**src/rtl/cic_d_rate_ctrl_pkg.sv**
```systemverilog
// Shared types and helpers for the cic_d rate-change sequencer.
// Imported by the control block and its sub-modules.
package cic_ctrl_pkg;

    typedef enum logic [1:0] {
        ST_RUN,
        ST_FLUSH,
        ST_LOAD,
        ST_SETTLE
    } cic_state_e;

    localparam int DROP_CNT_DW = 16;

    function automatic logic rate_in_range(
        input logic [63:0] rate,
        input logic [63:0] max
    );
        return (rate != 64'd0) && (rate <= max);
    endfunction

endpackage

```
**src/rtl/cic_d_rate_ctrl_if.sv**
```systemverilog
// Rate-request channel between the configuration master
// and the rate sequencer.
interface cic_d_rate_ctrl_if #(
    parameter int RATE_DW = 32
);
    logic [RATE_DW-1:0] cfg_rate_tdata;
    logic               cfg_rate_tvalid;
    logic               cfg_rate_tready;
    logic               cfg_err;

    modport master (
        output cfg_rate_tdata,
        output cfg_rate_tvalid,
        input  cfg_rate_tready,
        input  cfg_err
    );

    modport slave (
        input  cfg_rate_tdata,
        input  cfg_rate_tvalid,
        output cfg_rate_tready,
        output cfg_err
    );
endinterface

```
**src/rtl/cic_d_rate_ctrl_sat_counter.sv**
```systemverilog
// Saturating up-counter with a synchronous clear that
// takes priority over the increment.
module cic_sat_counter #(
    parameter int W = 16
) (
    input  logic         clk,
    input  logic         reset_n,
    input  logic         clr_i,
    input  logic         inc_i,
    output logic [W-1:0] cnt_o
);
    logic [W-1:0] cnt_q;
    logic [W-1:0] cnt_d;

    always_comb begin
        cnt_d = cnt_q;
        if (clr_i) begin
            cnt_d = '0;
        end else if (inc_i && (cnt_q != '1)) begin
            cnt_d = cnt_q + W'(1);
        end
    end

    always_ff @(posedge clk or negedge reset_n) begin
        if (!reset_n) begin
            cnt_q <= '0;
        end else begin
            cnt_q <= cnt_d;
        end
    end

    assign cnt_o = cnt_q;
endmodule

```
**src/rtl/cic_d_rate_ctrl.sv**
```systemverilog
// Run-time rate-change sequencer for the variable-rate cic_d:
// flush, load the new rate, then hide the comb transient.
module cic_d_rate_ctrl
    import cic_ctrl_pkg::*;
#(
    parameter int INP_DW         = 32,
    parameter int OUT_DW         = 32,
    parameter int RATE_DW        = 32,
    parameter int CIC_R          = 10,
    parameter int CIC_N          = 7,
    parameter int CIC_M          = 1,
    parameter int FLUSH_CYCLES   = 4,
    parameter int SETTLE_OUTPUTS = CIC_N * CIC_M
) (
    input  logic                   clk,
    input  logic                   reset_n,
    cic_d_rate_ctrl_if.slave       cfg,
    input  logic [INP_DW-1:0]      s_axis_in_tdata,
    input  logic                   s_axis_in_tvalid,
    output logic [INP_DW-1:0]      cic_in_tdata,
    output logic                   cic_in_tvalid,
    output logic [RATE_DW-1:0]     cic_rate_tdata,
    output logic                   cic_rate_tvalid,
    output logic                   cic_reset_n,
    input  logic [OUT_DW-1:0]      cic_out_tdata,
    input  logic                   cic_out_tvalid,
    output logic [OUT_DW-1:0]      m_axis_out_tdata,
    output logic                   m_axis_out_tvalid,
    output logic [RATE_DW-1:0]     current_rate,
    output logic                   busy,
    output logic [DROP_CNT_DW-1:0] drop_cnt,
    input  logic                   drop_clr
);
    localparam int FW    = (FLUSH_CYCLES < 2) ? 1
                         : $clog2(FLUSH_CYCLES);
    localparam int FLAST = FLUSH_CYCLES - 1;
    localparam int SW    = (SETTLE_OUTPUTS < 2) ? 1
                         : $clog2(SETTLE_OUTPUTS);
    localparam int SLAST = (SETTLE_OUTPUTS > 0)
                         ? SETTLE_OUTPUTS - 1 : 0;

    cic_state_e         state_q, state_d;
    logic [FW-1:0]      flush_q, flush_d;
    logic [SW-1:0]      settle_q, settle_d;
    logic [RATE_DW-1:0] pend_q, pend_d;
    logic [RATE_DW-1:0] cur_q, cur_d;
    logic               err_q, err_d;
    logic               crst_q;
    logic               hs;
    logic               req_ok;
    logic               drop_inc;

    assign cfg.cfg_rate_tready = (state_q == ST_RUN);
    assign cfg.cfg_err         = err_q;

    assign hs     = cfg.cfg_rate_tvalid
                 && cfg.cfg_rate_tready;
    assign req_ok = rate_in_range(
                        64'(cfg.cfg_rate_tdata),
                        64'(CIC_R));

    always_comb begin
        state_d  = state_q;
        flush_d  = flush_q;
        settle_d = settle_q;
        pend_d   = pend_q;
        cur_d    = cur_q;
        err_d    = 1'b0;
        unique case (state_q)
            ST_RUN: begin
                if (hs && req_ok) begin
                    pend_d  = cfg.cfg_rate_tdata;
                    flush_d = '0;
                    state_d = ST_FLUSH;
                end else if (hs) begin
                    err_d = 1'b1;
                end
            end
            ST_FLUSH: begin
                if (flush_q == FW'(FLAST)) begin
                    state_d = ST_LOAD;
                end else begin
                    flush_d = flush_q + FW'(1);
                end
            end
            ST_LOAD: begin
                cur_d    = pend_q;
                settle_d = '0;
                state_d  = ST_SETTLE;
            end
            ST_SETTLE: begin
                // the output completing the count is still hidden
                if (SETTLE_OUTPUTS == 0) begin
                    state_d = ST_RUN;
                end else if (cic_out_tvalid) begin
                    if (settle_q == SW'(SLAST)) begin
                        state_d = ST_RUN;
                    end else begin
                        settle_d = settle_q + SW'(1);
                    end
                end
            end
            default: state_d = ST_SETTLE;
        endcase
    end

    always_ff @(posedge clk or negedge reset_n) begin
        if (!reset_n) begin
            state_q  <= ST_SETTLE;
            flush_q  <= '0;
            settle_q <= '0;
            pend_q   <= RATE_DW'(CIC_R);
            cur_q    <= RATE_DW'(CIC_R);
            err_q    <= 1'b0;
            crst_q   <= 1'b0;
        end else begin
            state_q  <= state_d;
            flush_q  <= flush_d;
            settle_q <= settle_d;
            pend_q   <= pend_d;
            cur_q    <= cur_d;
            err_q    <= err_d;
            crst_q   <= (state_d != ST_FLUSH);
        end
    end

    assign cic_in_tdata      = s_axis_in_tdata;
    assign cic_in_tvalid     = s_axis_in_tvalid
                            && ((state_q == ST_RUN)
                             || (state_q == ST_SETTLE));
    assign cic_rate_tdata    = pend_q;
    assign cic_rate_tvalid   = (state_q == ST_LOAD);
    assign cic_reset_n       = crst_q;
    assign m_axis_out_tdata  = cic_out_tdata;
    assign m_axis_out_tvalid = cic_out_tvalid
                            && (state_q == ST_RUN);
    assign current_rate      = cur_q;
    assign busy              = (state_q != ST_RUN);

    assign drop_inc = s_axis_in_tvalid && !cic_in_tvalid;

    cic_sat_counter #(
        .W (DROP_CNT_DW)
    ) u_drop_cnt (
        .clk     (clk),
        .reset_n (reset_n),
        .clr_i   (drop_clr),
        .inc_i   (drop_inc),
        .cnt_o   (drop_cnt)
    );
endmodule

```
**src/flat_wrapper.sv**
```systemverilog
// flat-port wrapper written by rule: the top's interface ports become plain ports
module cic_d_rate_ctrl_flat import cic_ctrl_pkg::*;
#(
    parameter int INP_DW         = 32,
    parameter int OUT_DW         = 32,
    parameter int RATE_DW        = 32,
    parameter int CIC_R          = 10,
    parameter int CIC_N          = 7,
    parameter int CIC_M          = 1,
    parameter int FLUSH_CYCLES   = 4,
    parameter int SETTLE_OUTPUTS = CIC_N * CIC_M
)
  (clk, reset_n, s_axis_in_tdata, s_axis_in_tvalid, cic_in_tdata, cic_in_tvalid, cic_rate_tdata, cic_rate_tvalid, cic_reset_n, cic_out_tdata, cic_out_tvalid, m_axis_out_tdata, m_axis_out_tvalid, current_rate, busy, drop_cnt, drop_clr, cfg_cfg_rate_tdata, cfg_cfg_rate_tvalid, cfg_cfg_rate_tready, cfg_cfg_err);
  cic_d_rate_ctrl_if #(.RATE_DW(RATE_DW)) cfg_i ();
  input  logic clk;
  input  logic reset_n;
  input  logic [INP_DW-1:0] s_axis_in_tdata;
  input  logic s_axis_in_tvalid;
  output logic [INP_DW-1:0] cic_in_tdata;
  output logic cic_in_tvalid;
  output logic [RATE_DW-1:0] cic_rate_tdata;
  output logic cic_rate_tvalid;
  output logic cic_reset_n;
  input  logic [OUT_DW-1:0] cic_out_tdata;
  input  logic cic_out_tvalid;
  output logic [OUT_DW-1:0] m_axis_out_tdata;
  output logic m_axis_out_tvalid;
  output logic [RATE_DW-1:0] current_rate;
  output logic busy;
  output logic [DROP_CNT_DW-1:0] drop_cnt;
  input  logic drop_clr;
  input wire logic [$bits(cfg_i.cfg_rate_tdata)-1:0] cfg_cfg_rate_tdata;
  input wire logic [$bits(cfg_i.cfg_rate_tvalid)-1:0] cfg_cfg_rate_tvalid;
  output wire logic [$bits(cfg_i.cfg_rate_tready)-1:0] cfg_cfg_rate_tready;
  output wire logic [$bits(cfg_i.cfg_err)-1:0] cfg_cfg_err;
  assign cfg_i.cfg_rate_tdata = cfg_cfg_rate_tdata;
  assign cfg_i.cfg_rate_tvalid = cfg_cfg_rate_tvalid;
  assign cfg_cfg_rate_tready = cfg_i.cfg_rate_tready;
  assign cfg_cfg_err = cfg_i.cfg_err;
  cic_d_rate_ctrl #(.INP_DW(INP_DW), .OUT_DW(OUT_DW), .RATE_DW(RATE_DW), .CIC_R(CIC_R), .CIC_N(CIC_N), .CIC_M(CIC_M), .FLUSH_CYCLES(FLUSH_CYCLES), .SETTLE_OUTPUTS(SETTLE_OUTPUTS)) u_core (.clk(clk), .reset_n(reset_n), .cfg(cfg_i), .s_axis_in_tdata(s_axis_in_tdata), .s_axis_in_tvalid(s_axis_in_tvalid), .cic_in_tdata(cic_in_tdata), .cic_in_tvalid(cic_in_tvalid), .cic_rate_tdata(cic_rate_tdata), .cic_rate_tvalid(cic_rate_tvalid), .cic_reset_n(cic_reset_n), .cic_out_tdata(cic_out_tdata), .cic_out_tvalid(cic_out_tvalid), .m_axis_out_tdata(m_axis_out_tdata), .m_axis_out_tvalid(m_axis_out_tvalid), .current_rate(current_rate), .busy(busy), .drop_cnt(drop_cnt), .drop_clr(drop_clr));
endmodule
```
**config.mk**
```make
export PLATFORM = sky130hd
export DESIGN_NAME = cic_d_rate_ctrl_flat
export DESIGN_NICKNAME = d
export VERILOG_FILES = /design/src/rtl/cic_d_rate_ctrl_pkg.sv /design/src/rtl/cic_d_rate_ctrl_if.sv /design/src/rtl/cic_d_rate_ctrl_sat_counter.sv /design/src/rtl/cic_d_rate_ctrl.sv /design/src/flat_wrapper.sv
export SDC_FILE = /design/constraint.sdc
export NUM_CORES = 1
export LEC_CHECK = 0
export CAP_MARGIN = 20
export CORE_MARGIN = 8
export CORE_UTILIZATION = 35
export DETAILED_ROUTE_END_ITERATION = 12
export GPL_TIMING_DRIVEN = 1
export PLACE_DENSITY = 0.76
export SLEW_MARGIN = 20
export SYNTH_ARGS = -nofsm -noshare
export SYNTH_HDL_FRONTEND = slang
export SYNTH_SLANG_ARGS = --single-unit
```
**constraint.sdc**
```tcl
create_clock -name clk -period 2.4 [get_ports clk]
set_clock_uncertainty 0.15 [all_clocks]
set_input_delay 0.6 -clock clk [delete_from_list [all_inputs] [get_ports clk]]
set_output_delay 0.6 -clock clk [all_outputs]
set_load 0.01 [all_outputs]
```
==> flow_summary_export.csv <==
group,metric,value,unit
placed_design,placed_area,5455,sq um
synth,syn-instance-count,380,
power_and_ir_drop,p_clk_share,42.0,%
setup_path,worstPathArrival,2.43,ns
setup_path,crit_chain,"clkdlybuf4s50_1, nor4_2, nand4_1, buf_4, nor4_4, buf_4, mux2_2",
synth,syn-cell-area,4344,sq um
setup_path,cp_num_buf_inv,3,
setup_path,cp_slowest_cell,"clkdlybuf4s50_1",
detailed_routing,ant_nets,0,
synth,synth_edf_count,0,
final_layout,final_cell_mix,"clkdlybuf4s50_1 (118), dfrtp_1 (83), mux2_2 (42)",
final_layout,finalNetCount,572,
power_and_ir_drop,switching_share,24.51,%
final_layout,mostFrequentLayoutCell,"clkdlybuf4s50_1",
job,drv_cap,0,
sta,slew_headroom,57.84,%
setup_path,path_common_cell,"buf_4",
final_layout,fin_area,5831,sq um
clock_tree,clkSinkCount,89,
detailed_routing,drt_iter0_markers,171,
placed_design,gp_congestion,0.7835,
setup_path,r2r_cells,6,
sta,final.setup.tns,0,ns
sta,drv_slew,0,
power_and_ir_drop,p_leak,2.579,nW
setup_path,r2r_end,"u_core.u_drop_cnt.cnt_o[7]",
setup_path,cp_top_family,"buffers and inverters",
setup_path,critPathKind,"in -> reg",
die,initial_utilization,36.02,%
power_and_ir_drop,p_seq_share,43.8,%
clock_tree,cts-root-buf,"clkbuf_16",
final_layout,drive_gt1_share,21.20,%
sta,worstMarginPinSlew,0.6305,ns
sta,hold_violations,0,
synth,async_flop_share,100.0,%
detailed_routing,wire_per_inst,16.98,um
clock_tree,hold_buffers,0,
grt,track_usage,13.60,%
die,dieArea,16230,sq um
detailed_routing,vias,3114,
clock_tree,cts_buffers,9,
status,status,"finished, final reports clean",
power_and_ir_drop,power_density,631.3,nW/um^2
setup_path,crit_required,2.48,ns
sta,setup_slack,0.04552,ns
grt,antenna_found_initial,0,
power_and_ir_drop,p_int,2.778,mW
synth,yosysUniqueCellTypes,43,
detailed_routing,totalWireLength,10780,um
synth,seq_area_frac_synth,51.44,%
power_and_ir_drop,power_frac_comb,14.2,%
setup_path,reg2reg_setup_slack,0.15,ns
power_and_ir_drop,vdd_drop_max,0.4041,mV
clock_tree,clk_pin_slew,0.07,ns
grt,grt_start_max_net_pins,43,
clock_tree,htreeDepth,3,
grt,overflow,0,
detailed_routing,vias_per_cell,4.904,
synth,synth.avg_cell_area,11.43,sq um
detailed_routing,first_pass_iters,4,
clock_tree,worst_skew_pair.late_latency,0.34,ns
power_and_ir_drop,power.switching,902.1,uW
die,die_h,127.4,um
synth,ys_ff_latch,89,
sta,setup_violations,0,
setup_path,max_stage_delay,0.42,ns
detailed_routing,drc,0,
grt,grt_pass1_vias,3390,
synth,synth_ff_type,"dfrtp_1",
power_and_ir_drop,p_total,3.681,mW
final_layout,n_antenna_cell,0,
sta,final.min_clock_period,2.354,ns
clock_tree,tritoncts,"built",
final_layout,area_growth,34.22,%
sta,period_share,98.10,%
die,die_w,127.4,um
final_layout,fillers,1086,
placed_design,hpwl,7945,um
placed_design,post-place-ws,-0.3481,ns
sta,fmax,0.4247,GHz
die,core,12060,sq um
setup_path,start_kind,"primary input",
synth,syn-num-nets,490,
min_path,hold_path.class,"in -> async",
die,io_pins,253,
grt,grt_pass1_wl,17620,um
die,rows,40,
setup_path,worstSetupEndpointType,"flip-flop",
setup_path,reg2reg_from,"u_core.state_q[0]",
placed_design,port_buffers,124,
clock_tree,cts_max_path_buffers,2,
setup_path,critPathMaxFanout,6,
synth,yosys_warnings,0,
## worst register-to-register path, stage by stage (launching register included)
cell and delay (ns):
dfstp_2 0.53, inv_1 0.08, ha_4 0.30, nand4_1 0.11, or2_1 0.33, or4_1 0.51
a21oi_1 0.18
## cell usage after synthesis, types with 2 or more instances
library cell,n,area (sq um)
mux2i_1,4,40.04
xnor2_1,2,17.52
nor2_1,10,37.54
and2b_1,3,22.52
a31oi_1,4,25.02
or4_1,5,37.54
nand2b_1,2,12.51
nor2b_1,34,212.7
nand2_1,14,52.55
buf_2,4,20.02
and4_1,3,26.28
inv_1,10,37.54
clkbuf_1,8,30.03
buf_4,64,480.5
dfrtp_1,83,2077
ha_1,8,100.1
nand3_1,6,30.03
or3_1,3,18.77
nand4_1,8,50.05
o21ai_0,8,40.04
a21oi_1,7,35.03
o31ai_1,3,22.52
dfstp_2,6,157.7
and3_1,4,25.02
a41oi_1,3,26.28
a21o_1,2,15.01
mux2_2,42,473.0
nor3_1,4,20.02
nor4_1,12,75.07
## through the flow
step / hold WS [ns] / cells / utilization, %
floorplan: 0.1544 / 380 / -
global placement: 0.3332 / 618 / 45.23
detailed placement: 0.3454 / 618 / 45.23
CTS: 0.08373 / 635 / 48.03
global route: 0.09867 / 635 / 48.34
finish: 0.06673 / 635 / 48.34
## worst max-delay path by stage
stage	startpoint	endpoint	slack, ns	depth (start not counted)
after floorplan	u_core.state_q[1]	u_core.u_drop_cnt.cnt_o[9]	0.16	7
after global placement	cfg_cfg_rate_tdata[17]	u_core.cic_rate_tdata[2]	-0.30	6
after detailed placement	cfg_cfg_rate_tdata[19]	u_core.cic_rate_tdata[2]	-0.35	6
after CTS	u_core.state_q[1]	u_core.u_drop_cnt.cnt_o[9]	-0.003	6
after global routing	cfg_cfg_rate_tdata[23]	u_core.cic_rate_tdata[2]	-0.03	7
final	cfg_cfg_rate_tdata[27]	u_core.cic_rate_tdata[2]	0.05	7
## logic make-up after synthesis
family	after synthesis	share of synthesized area, %
XOR/XNOR	2	0.4033
AND/OR/NAND/NOR	112	15.24
adder cells (fa/ha/maj)	8	2.304
flip-flops	89	51.44
buffers and inverters	88	13.42
multiplexers	46	11.81
AO/OA/AOI/OAI	35	5.386
## final cells by class
cell class / count / area [sq um] / share of cell area [%]
flip-flops and latches: 89 / 2235 / 38.33
clock inverters: 5 / 85.08 / 1.459
well taps: 168 / 210.2 / 3.605
multi-input cells: 203 / 1569 / 26.91
repair buffers: 149 / 1451 / 24.89
inverters: 10 / 37.54 / 0.6438
clock buffers: 11 / 242.7 / 4.163
## routing by layer
| layer | vias to the layer above | wire length [um] | global-route usage (%) | share of wire (%) |
|---|---|---|---|---|
| li1 | 1420 | - | - | - |
| met1 | 1548 | 3986 | 13.85 | 37 |
| met2 | 104 | 5590 | 23.58 | 52 |
| met3 | 42 | 849 | 4.992 | 7.9 |
| met4 | 0 | 353 | 7.978 | 3.3 |
| met5 | - | 0 | 0 | 0 |
## timing repair
action	in CTS	in global routing
setup endpoints to repair	7	29
resized for setup	8	7
buffers inserted	1	0
pin swaps	1	3
gates cloned	0	0
## power by group through the flow
stage | clock network [mW] | registers, mW | logic, mW
2_1_floorplan | 0 | 1.64 | 0.353
3_3_place_gp | 0 | 1.63 | 0.493
3_5_place_dp | 0 | 1.64 | 0.515
4_1_cts | 1.59 | 1.61 | 0.514
5_1_grt | 1.65 | 1.62 | 0.584
6_report | 1.55 | 1.61 | 0.521
## flip-flops by register name (all words and copies together) (netlist names)
signal / count
u_core.cfg.cfg_err: 1
u_core.cic_rate_tdata: 32
u_core.cic_reset_n: 1
u_core.current_rate: 32
u_core.flush_q: 2
u_core.settle_q: 3
u_core.state_q: 2
u_core.u_drop_cnt.cnt_o: 16
No activity file was read; power rests on OpenSTA's default activity.
